--- src/rtl/wb_reg_slice_if.sv ---
// rtl/wb_reg_slice_if.sv - Wishbone classic bus bundle with master/slave views.
interface wb_reg_slice_if #(
    parameter int DATA_WIDTH   = 32,
    parameter int ADDR_WIDTH   = 32,
    parameter int SELECT_WIDTH = DATA_WIDTH / 8
);
    logic [ADDR_WIDTH-1:0]   adr;
    logic [DATA_WIDTH-1:0]   dat_w;
    logic [DATA_WIDTH-1:0]   dat_r;
    logic                    we;
    logic [SELECT_WIDTH-1:0] sel;
    logic                    stb;
    logic                    cyc;
    logic                    ack;

    modport master (
        output adr, dat_w, we, sel, stb, cyc,
        input  dat_r, ack
    );

    modport slave (
        input  adr, dat_w, we, sel, stb, cyc,
        output dat_r, ack
    );
endinterface

--- src/rtl/wb_reg_slice.sv ---
// rtl/wb_reg_slice.sv - single-entry Wishbone classic request/response register slice.
// Optional downstream wait timeout enabled by defining WB_REG_SLICE_TIMEOUT_EN.
module wb_reg_slice #(
    parameter int          DATA_WIDTH     = 32,
    parameter int          ADDR_WIDTH     = 32,
    parameter int          SELECT_WIDTH   = DATA_WIDTH / 8,
    parameter int          TIMEOUT_CYCLES = 255,
    parameter logic [31:0] TIMEOUT_DATA   = 32'hDEADBEEF
) (
    input  logic           clk,
    input  logic           rst,
    wb_reg_slice_if.slave  wbm,
    wb_reg_slice_if.master wbs,
    output logic           timeout_o
);
    typedef enum logic [1:0] {
        IDLE = 2'd0,
        REQ  = 2'd1,
        RESP = 2'd2
    } state_t;

    localparam logic [DATA_WIDTH-1:0] TIMEOUT_WORD = DATA_WIDTH'(TIMEOUT_DATA);

    state_t                  state_q;
    logic [ADDR_WIDTH-1:0]   adr_q;
    logic [DATA_WIDTH-1:0]   dat_w_q;
    logic [DATA_WIDTH-1:0]   dat_r_q;
    logic                    we_q;
    logic [SELECT_WIDTH-1:0] sel_q;
    logic                    stb_q;
    logic                    ack_q;
    logic                    drop_q;
    logic                    timeout_q;
    logic                    drop_now;

    // An upstream that lets cyc fall on the very cycle the slave acks has also abandoned.
    assign drop_now = drop_q | ~wbm.cyc;

`ifdef WB_REG_SLICE_TIMEOUT_EN
    localparam int CW = $clog2(TIMEOUT_CYCLES + 1);
    logic [CW-1:0] cnt_q;
    logic          expire;

    assign expire = (cnt_q == CW'(TIMEOUT_CYCLES - 1));
`else
    wire unused_cfg = ^{TIMEOUT_WORD, TIMEOUT_CYCLES[0]};
`endif

    always_ff @(posedge clk or posedge rst) begin
        if (rst) begin
            state_q   <= IDLE;
            adr_q     <= '0;
            dat_w_q   <= '0;
            dat_r_q   <= '0;
            we_q      <= 1'b0;
            sel_q     <= '0;
            stb_q     <= 1'b0;
            ack_q     <= 1'b0;
            drop_q    <= 1'b0;
            timeout_q <= 1'b0;
`ifdef WB_REG_SLICE_TIMEOUT_EN
            cnt_q     <= '0;
`endif
        end else begin
            ack_q     <= 1'b0;
            timeout_q <= 1'b0;
            case (state_q)
                IDLE: begin
                    if (wbm.cyc && wbm.stb) begin
                        adr_q   <= wbm.adr;
                        dat_w_q <= wbm.dat_w;
                        we_q    <= wbm.we;
                        sel_q   <= wbm.sel;
                        drop_q  <= 1'b0;
                        stb_q   <= 1'b1;
                        state_q <= REQ;
`ifdef WB_REG_SLICE_TIMEOUT_EN
                        cnt_q   <= '0;
`endif
                    end
                end
                REQ: begin
                    if (!wbm.cyc) begin
                        drop_q <= 1'b1;
                    end
                    // Slave ack wins over a timeout expiring in the same cycle.
                    if (wbs.ack) begin
                        dat_r_q <= wbs.dat_r;
                        ack_q   <= ~drop_now;
                        stb_q   <= 1'b0;
                        state_q <= RESP;
                    end
`ifdef WB_REG_SLICE_TIMEOUT_EN
                    else if (expire) begin
                        dat_r_q   <= TIMEOUT_WORD;
                        ack_q     <= ~drop_now;
                        timeout_q <= 1'b1;
                        stb_q     <= 1'b0;
                        state_q   <= RESP;
                    end else begin
                        cnt_q <= cnt_q + 1'b1;
                    end
`endif
                end
                RESP: begin
                    state_q <= IDLE;
                end
                default: begin
                    state_q <= IDLE;
                    stb_q   <= 1'b0;
                end
            endcase
        end
    end

    assign wbs.adr   = adr_q;
    assign wbs.dat_w = dat_w_q;
    assign wbs.we    = we_q;
    assign wbs.sel   = sel_q;
    assign wbs.stb   = stb_q;
    assign wbs.cyc   = stb_q;
    assign wbm.dat_r = dat_r_q;
    assign wbm.ack   = ack_q;
    assign timeout_o = timeout_q;
endmodule

--- src/flat_wrapper.sv ---
// flat-port wrapper written by rule: the top's interface ports become plain ports
module wb_reg_slice_flat 
#(
    parameter int          DATA_WIDTH     = 32,
    parameter int          ADDR_WIDTH     = 32,
    parameter int          SELECT_WIDTH   = DATA_WIDTH / 8,
    parameter int          TIMEOUT_CYCLES = 255,
    parameter logic [31:0] TIMEOUT_DATA   = 32'hDEADBEEF
)
  (clk, rst, timeout_o, wbm_adr, wbm_dat_w, wbm_we, wbm_sel, wbm_stb, wbm_cyc, wbm_dat_r, wbm_ack, wbs_adr, wbs_dat_w, wbs_we, wbs_sel, wbs_stb, wbs_cyc, wbs_dat_r, wbs_ack);
  wb_reg_slice_if #(.DATA_WIDTH(DATA_WIDTH), .ADDR_WIDTH(ADDR_WIDTH), .SELECT_WIDTH(SELECT_WIDTH)) wbm_i ();
  wb_reg_slice_if #(.DATA_WIDTH(DATA_WIDTH), .ADDR_WIDTH(ADDR_WIDTH), .SELECT_WIDTH(SELECT_WIDTH)) wbs_i ();
  input  logic clk;
  input  logic rst;
  output logic timeout_o;
  input wire logic [$bits(wbm_i.adr)-1:0] wbm_adr;
  input wire logic [$bits(wbm_i.dat_w)-1:0] wbm_dat_w;
  input wire logic [$bits(wbm_i.we)-1:0] wbm_we;
  input wire logic [$bits(wbm_i.sel)-1:0] wbm_sel;
  input wire logic [$bits(wbm_i.stb)-1:0] wbm_stb;
  input wire logic [$bits(wbm_i.cyc)-1:0] wbm_cyc;
  output wire logic [$bits(wbm_i.dat_r)-1:0] wbm_dat_r;
  output wire logic [$bits(wbm_i.ack)-1:0] wbm_ack;
  output wire logic [$bits(wbs_i.adr)-1:0] wbs_adr;
  output wire logic [$bits(wbs_i.dat_w)-1:0] wbs_dat_w;
  output wire logic [$bits(wbs_i.we)-1:0] wbs_we;
  output wire logic [$bits(wbs_i.sel)-1:0] wbs_sel;
  output wire logic [$bits(wbs_i.stb)-1:0] wbs_stb;
  output wire logic [$bits(wbs_i.cyc)-1:0] wbs_cyc;
  input wire logic [$bits(wbs_i.dat_r)-1:0] wbs_dat_r;
  input wire logic [$bits(wbs_i.ack)-1:0] wbs_ack;
  assign wbm_i.adr = wbm_adr;
  assign wbm_i.dat_w = wbm_dat_w;
  assign wbm_i.we = wbm_we;
  assign wbm_i.sel = wbm_sel;
  assign wbm_i.stb = wbm_stb;
  assign wbm_i.cyc = wbm_cyc;
  assign wbm_dat_r = wbm_i.dat_r;
  assign wbm_ack = wbm_i.ack;
  assign wbs_adr = wbs_i.adr;
  assign wbs_dat_w = wbs_i.dat_w;
  assign wbs_we = wbs_i.we;
  assign wbs_sel = wbs_i.sel;
  assign wbs_stb = wbs_i.stb;
  assign wbs_cyc = wbs_i.cyc;
  assign wbs_i.dat_r = wbs_dat_r;
  assign wbs_i.ack = wbs_ack;
  wb_reg_slice #(.DATA_WIDTH(DATA_WIDTH), .ADDR_WIDTH(ADDR_WIDTH), .SELECT_WIDTH(SELECT_WIDTH), .TIMEOUT_CYCLES(TIMEOUT_CYCLES), .TIMEOUT_DATA(TIMEOUT_DATA)) u_core (.clk(clk), .rst(rst), .wbm(wbm_i), .wbs(wbs_i), .timeout_o(timeout_o));
endmodule
--- config.mk ---
export PLATFORM = sky130hd
export DESIGN_NAME = wb_reg_slice_flat
export DESIGN_NICKNAME = d
export VERILOG_FILES = /design/src/rtl/wb_reg_slice_if.sv /design/src/rtl/wb_reg_slice.sv /design/src/flat_wrapper.sv
export SDC_FILE = /design/constraint.sdc
export NUM_CORES = 1
export LEC_CHECK = 0
export BUFFER_PORTS_ARGS = -buffer_cell sky130_fd_sc_hd__buf_2
export CORE_ASPECT_RATIO = 2
export CORE_UTILIZATION = 41
export DETAILED_ROUTE_END_ITERATION = 8
export PLACE_DENSITY = 0.76
export SLEW_MARGIN = 15
export SYNTH_ARGS = -nofsm -noshare
export SYNTH_HDL_FRONTEND = slang
export SYNTH_SLANG_ARGS = --single-unit
--- constraint.sdc ---
create_clock -name clk -period 3.13 [get_ports clk]
set_input_delay 0.4695 -clock clk [delete_from_list [all_inputs] [get_ports clk]]
set_output_delay 0.4695 -clock clk [all_outputs]
set_load 0.02 [all_outputs]
==> impl_metrics.csv <==
group,metric,value,unit
timing,drv_slew,0,
layout,finalNetCount,553,
status,status,"finished clean",
global_route,antenna_found_initial,0,
die,pin_count,211,
power_and_ir_drop,internal_power,0.00330,W
synth,yosys.area_share.simple,1.48,%
die,dieHeight,147,um
synth,synthTopCellsByCount,"dfrtp_1, mux2_4, mux2_2",
cts,cts.clk_slew.worst_paths,0.07,ns
placement,gp_congestion,0.744,
worst_setup_path,path_cells,"nor4bb_4 > buf_12 > mux2_2",
global_route,grt_use_total,17.5,%
power_and_ir_drop,switching_share,32.8,%
worst_setup_path,max_stage_delay,0.44,ns
die,core-area,0.0102,sq mm
worst_setup_path,crit_fanout,53,
timing,slew_headroom,55.6,%
die,num_rows,52,
layout,drive_above_1_share,73.7,%
cts,cts_made_buffers,9,
timing,hold_viol_final,0,
worst_setup_path,path_class,"reg2reg",
timing,clock_skew,0.00723,ns
timing,fmax,579,MHz
cts,cts_sinks,106,
synth,ys_ff_latch,106,
layout,final_util,56.4,%
global_route,grt_overflow,0,
worst_setup_path,cp_data_required_time,3.34,ns
drt,finalWirelength,9.31,mm
synth,synth.area.top_cells,"dfrtp_1, mux2_4, mux2_2",
die,die_area,0.0110,sq mm
min_path,hold_path.class,"in2async",
power_and_ir_drop,vdd_drop_max,0.416,mV
synth,synth_cell_types,19,
power_and_ir_drop,leakage,2.94,nW
synth,yosys.area_share.xor_xnor,0,%
synth,synthArstFlopShare,100,%
synth,synth_adder_area_share,0,%
synth,syn-num-nets,341,
synth,syn_area,0.00433,sq mm
drt,drc,0,
global_route,grt_max_degree,54,
synth,ys_warn_count,0,
placement,port_buffers,209,
timing,finalCriticalPeriod,1.73,ns
drt,num_vias,2746,
synth,synth_top_family_by_area,"multiplexers",
die,die_w,74.6,um
power_and_ir_drop,clkPwrFrac,24.8,%
worst_setup_path,arrival,1.94,ns
cts,cts-resized-gates,0,
synth,syn_inst,235,
drt,final_antenna_net_count,0,
cts,cts_setup_buffers,0,
synth,synth-edff-count,0,
synth,yosys.cell_count.top_type,"dfrtp_1",
layout,n_antenna_cell,0,
drt,avgRoutedWirePerCell,15.9,um
synth,synth_top_area_cell,"dfrtp_1",
placement,hpwl,6.98,mm
power_and_ir_drop,power_density,853,mW/mm^2
drt,vias_per_cell,4.68,
drt,drtPass1Iterations,4,
cts,clock_tree.htree_level_count,3,
layout,syn_to_final_growth,33.2,%
timing,grt_setup_unrepaired,"no",
cts,cts_tree,"yes",
timing,timing.final.crit_share,55.1,%
drt,drtIter0Drc,37,
layout,multiInputGateArea,0.00149,sq mm
synth,synth_top_area_share,61.3,%
layout,nFillCells,847,
timing,setup_tns,0,ns
cts,clk_path_buf_depth,2,
power_and_ir_drop,power.share.sequential,40.6,%
worst_setup_path,slowest_stage,"dfrtp_1",
synth,seq_area_frac_synth,61.3,%
global_route,grt_pass1_wl,14.4,mm
power_and_ir_drop,pwr-share-comb,34.5,%
layout,register_area,0.00265,sq mm
synth,synth_compound_area_share,0.550,%
cts,clock_latency,0.33,ns
synth,avgSynthCellArea,18.4,sq um
worst_setup_path,end_kind,"register",
cts,cts_hold_buf,0,
synth,synth_mux_area_share,32.2,%
timing,finalSetupViolations,0,
cts,cts_root_buf,"clkbuf_16",
global_route,grt_pass1_vias,3013,
timing,worstMarginPinSlew,0.665,ns
run,maxCapViolations,0,
die,start_util,42.3,%
power_and_ir_drop,switching_power,0.00161,W
synth,synth_flop_cell,"dfrtp_1",
worst_setup_path,start_kind,"register",
==> state kept, by name (all words and copies together), names as in the netlist <==
signal            cells
u_core.wbm.dat_r     32
u_core.wbs.adr       32
u_core.wbs.dat_w     32
u_core.wbs.sel        4
u_core.state_q        2
u_core.drop_q         1
u_core.wbm.ack        1
u_core.wbs.cyc        1
u_core.wbs.we         1
==> worst max-delay path, delay by kind of cell, from the launching register on <==
kind / cells / cell delay (ns)
and+or+nand+nor: 1 / 0.38
DFF: 1 / 0.44
buffers and inverters: 1 / 0.38
muxes: 1 / 0.38
==> cell usage in the layout (no fill, tap or decap), drive strengths merged <==
cell type	synthesis	final
nor3b	1	1
a211o	1	1
nand3b	2	2
clkinv	0	1
nor2b	1	1
nor2	2	2
nor4bb	1	1
clkbuf	0	11
a21oi	1	1
nand2b	1	1
nor3	1	1
clkinvlp	0	2
mux2	101	101
dfrtp	106	106
inv	2	2
buf	13	214
conb	1	1
o21ba	1	1
bufinv	0	2
==> final timing paths <==
path	startpoint	to	slack, ns	depth (start not counted)
max	u_core.state_q[1]	u_core.wbs.adr[23]	1.40	3
min	rst	u_core.wbm.dat_r[30]	0.21	2
max reg2reg	u_core.state_q[1]	u_core.wbs.adr[23]	1.40	3
min reg2reg	u_core.drop_q	u_core.wbm.ack	0.46	1
max in group asynchronous	rst	u_core.wbs.dat_w[18]	2.10	3
min in group clk	wbs_dat_r[1]	u_core.wbm.dat_r[1]	0.36	2
==> through the flow <==
stage          hold WS, ns  setup WS [ns]  instance area [sq um]  std cells  power (W)
2_1_floorplan        0.424           1.39                   4330        235    0.00315
3_3_place_gp         0.442           1.29                   5430        571    0.00368
3_5_place_dp         0.446           1.26                   5430        571    0.00373
4_1_cts              0.226           1.38                   5760        587    0.00497
5_1_grt              0.245           1.32                   5760        587    0.00516
6_report             0.212           1.40                   5760        587    0.00491
==> cells by family (layout without fill, tap and decap cells) <==
logic type             after synthesis  count (layout)
multiplexers                       101             101
buffers and inverters               15             232
AO/OA/AOI/OAI                        3               3
flip-flops                         106             106
other                                1               1
AND/OR/NAND/NOR                      9               9
==> power groups by stage <==
stage | Clock [W] | Combinational [W] | Sequential [W]
finish | 0.00122 | 0.00170 | 0.00200
global route | 0.00131 | 0.00180 | 0.00205
CTS | 0.00125 | 0.00171 | 0.00200
detailed placement | 0 | 0.00171 | 0.00202
global placement | 0 | 0.00167 | 0.00201
floorplan | 0 | 0.000632 | 0.00251
==> area by class of cell <==
type	instances	share of cell area [%]
Sequential cell	106	46.0
Multi-Input combinational cell	114	25.9
Timing Repair Buffer	214	19.2
Clock buffer	11	4.21
Tap cell	135	2.93
Clock inverter	5	1.48
Inverter	2	0.195
==> metal layers <==
metal  track usage, %  routed length (um)
met1             18.4                3320
met2             30.8                5120
met3             4.12                 510
met4             9.25                 357
met5                0                   0
No activity file was read; power rests on OpenSTA's default activity.
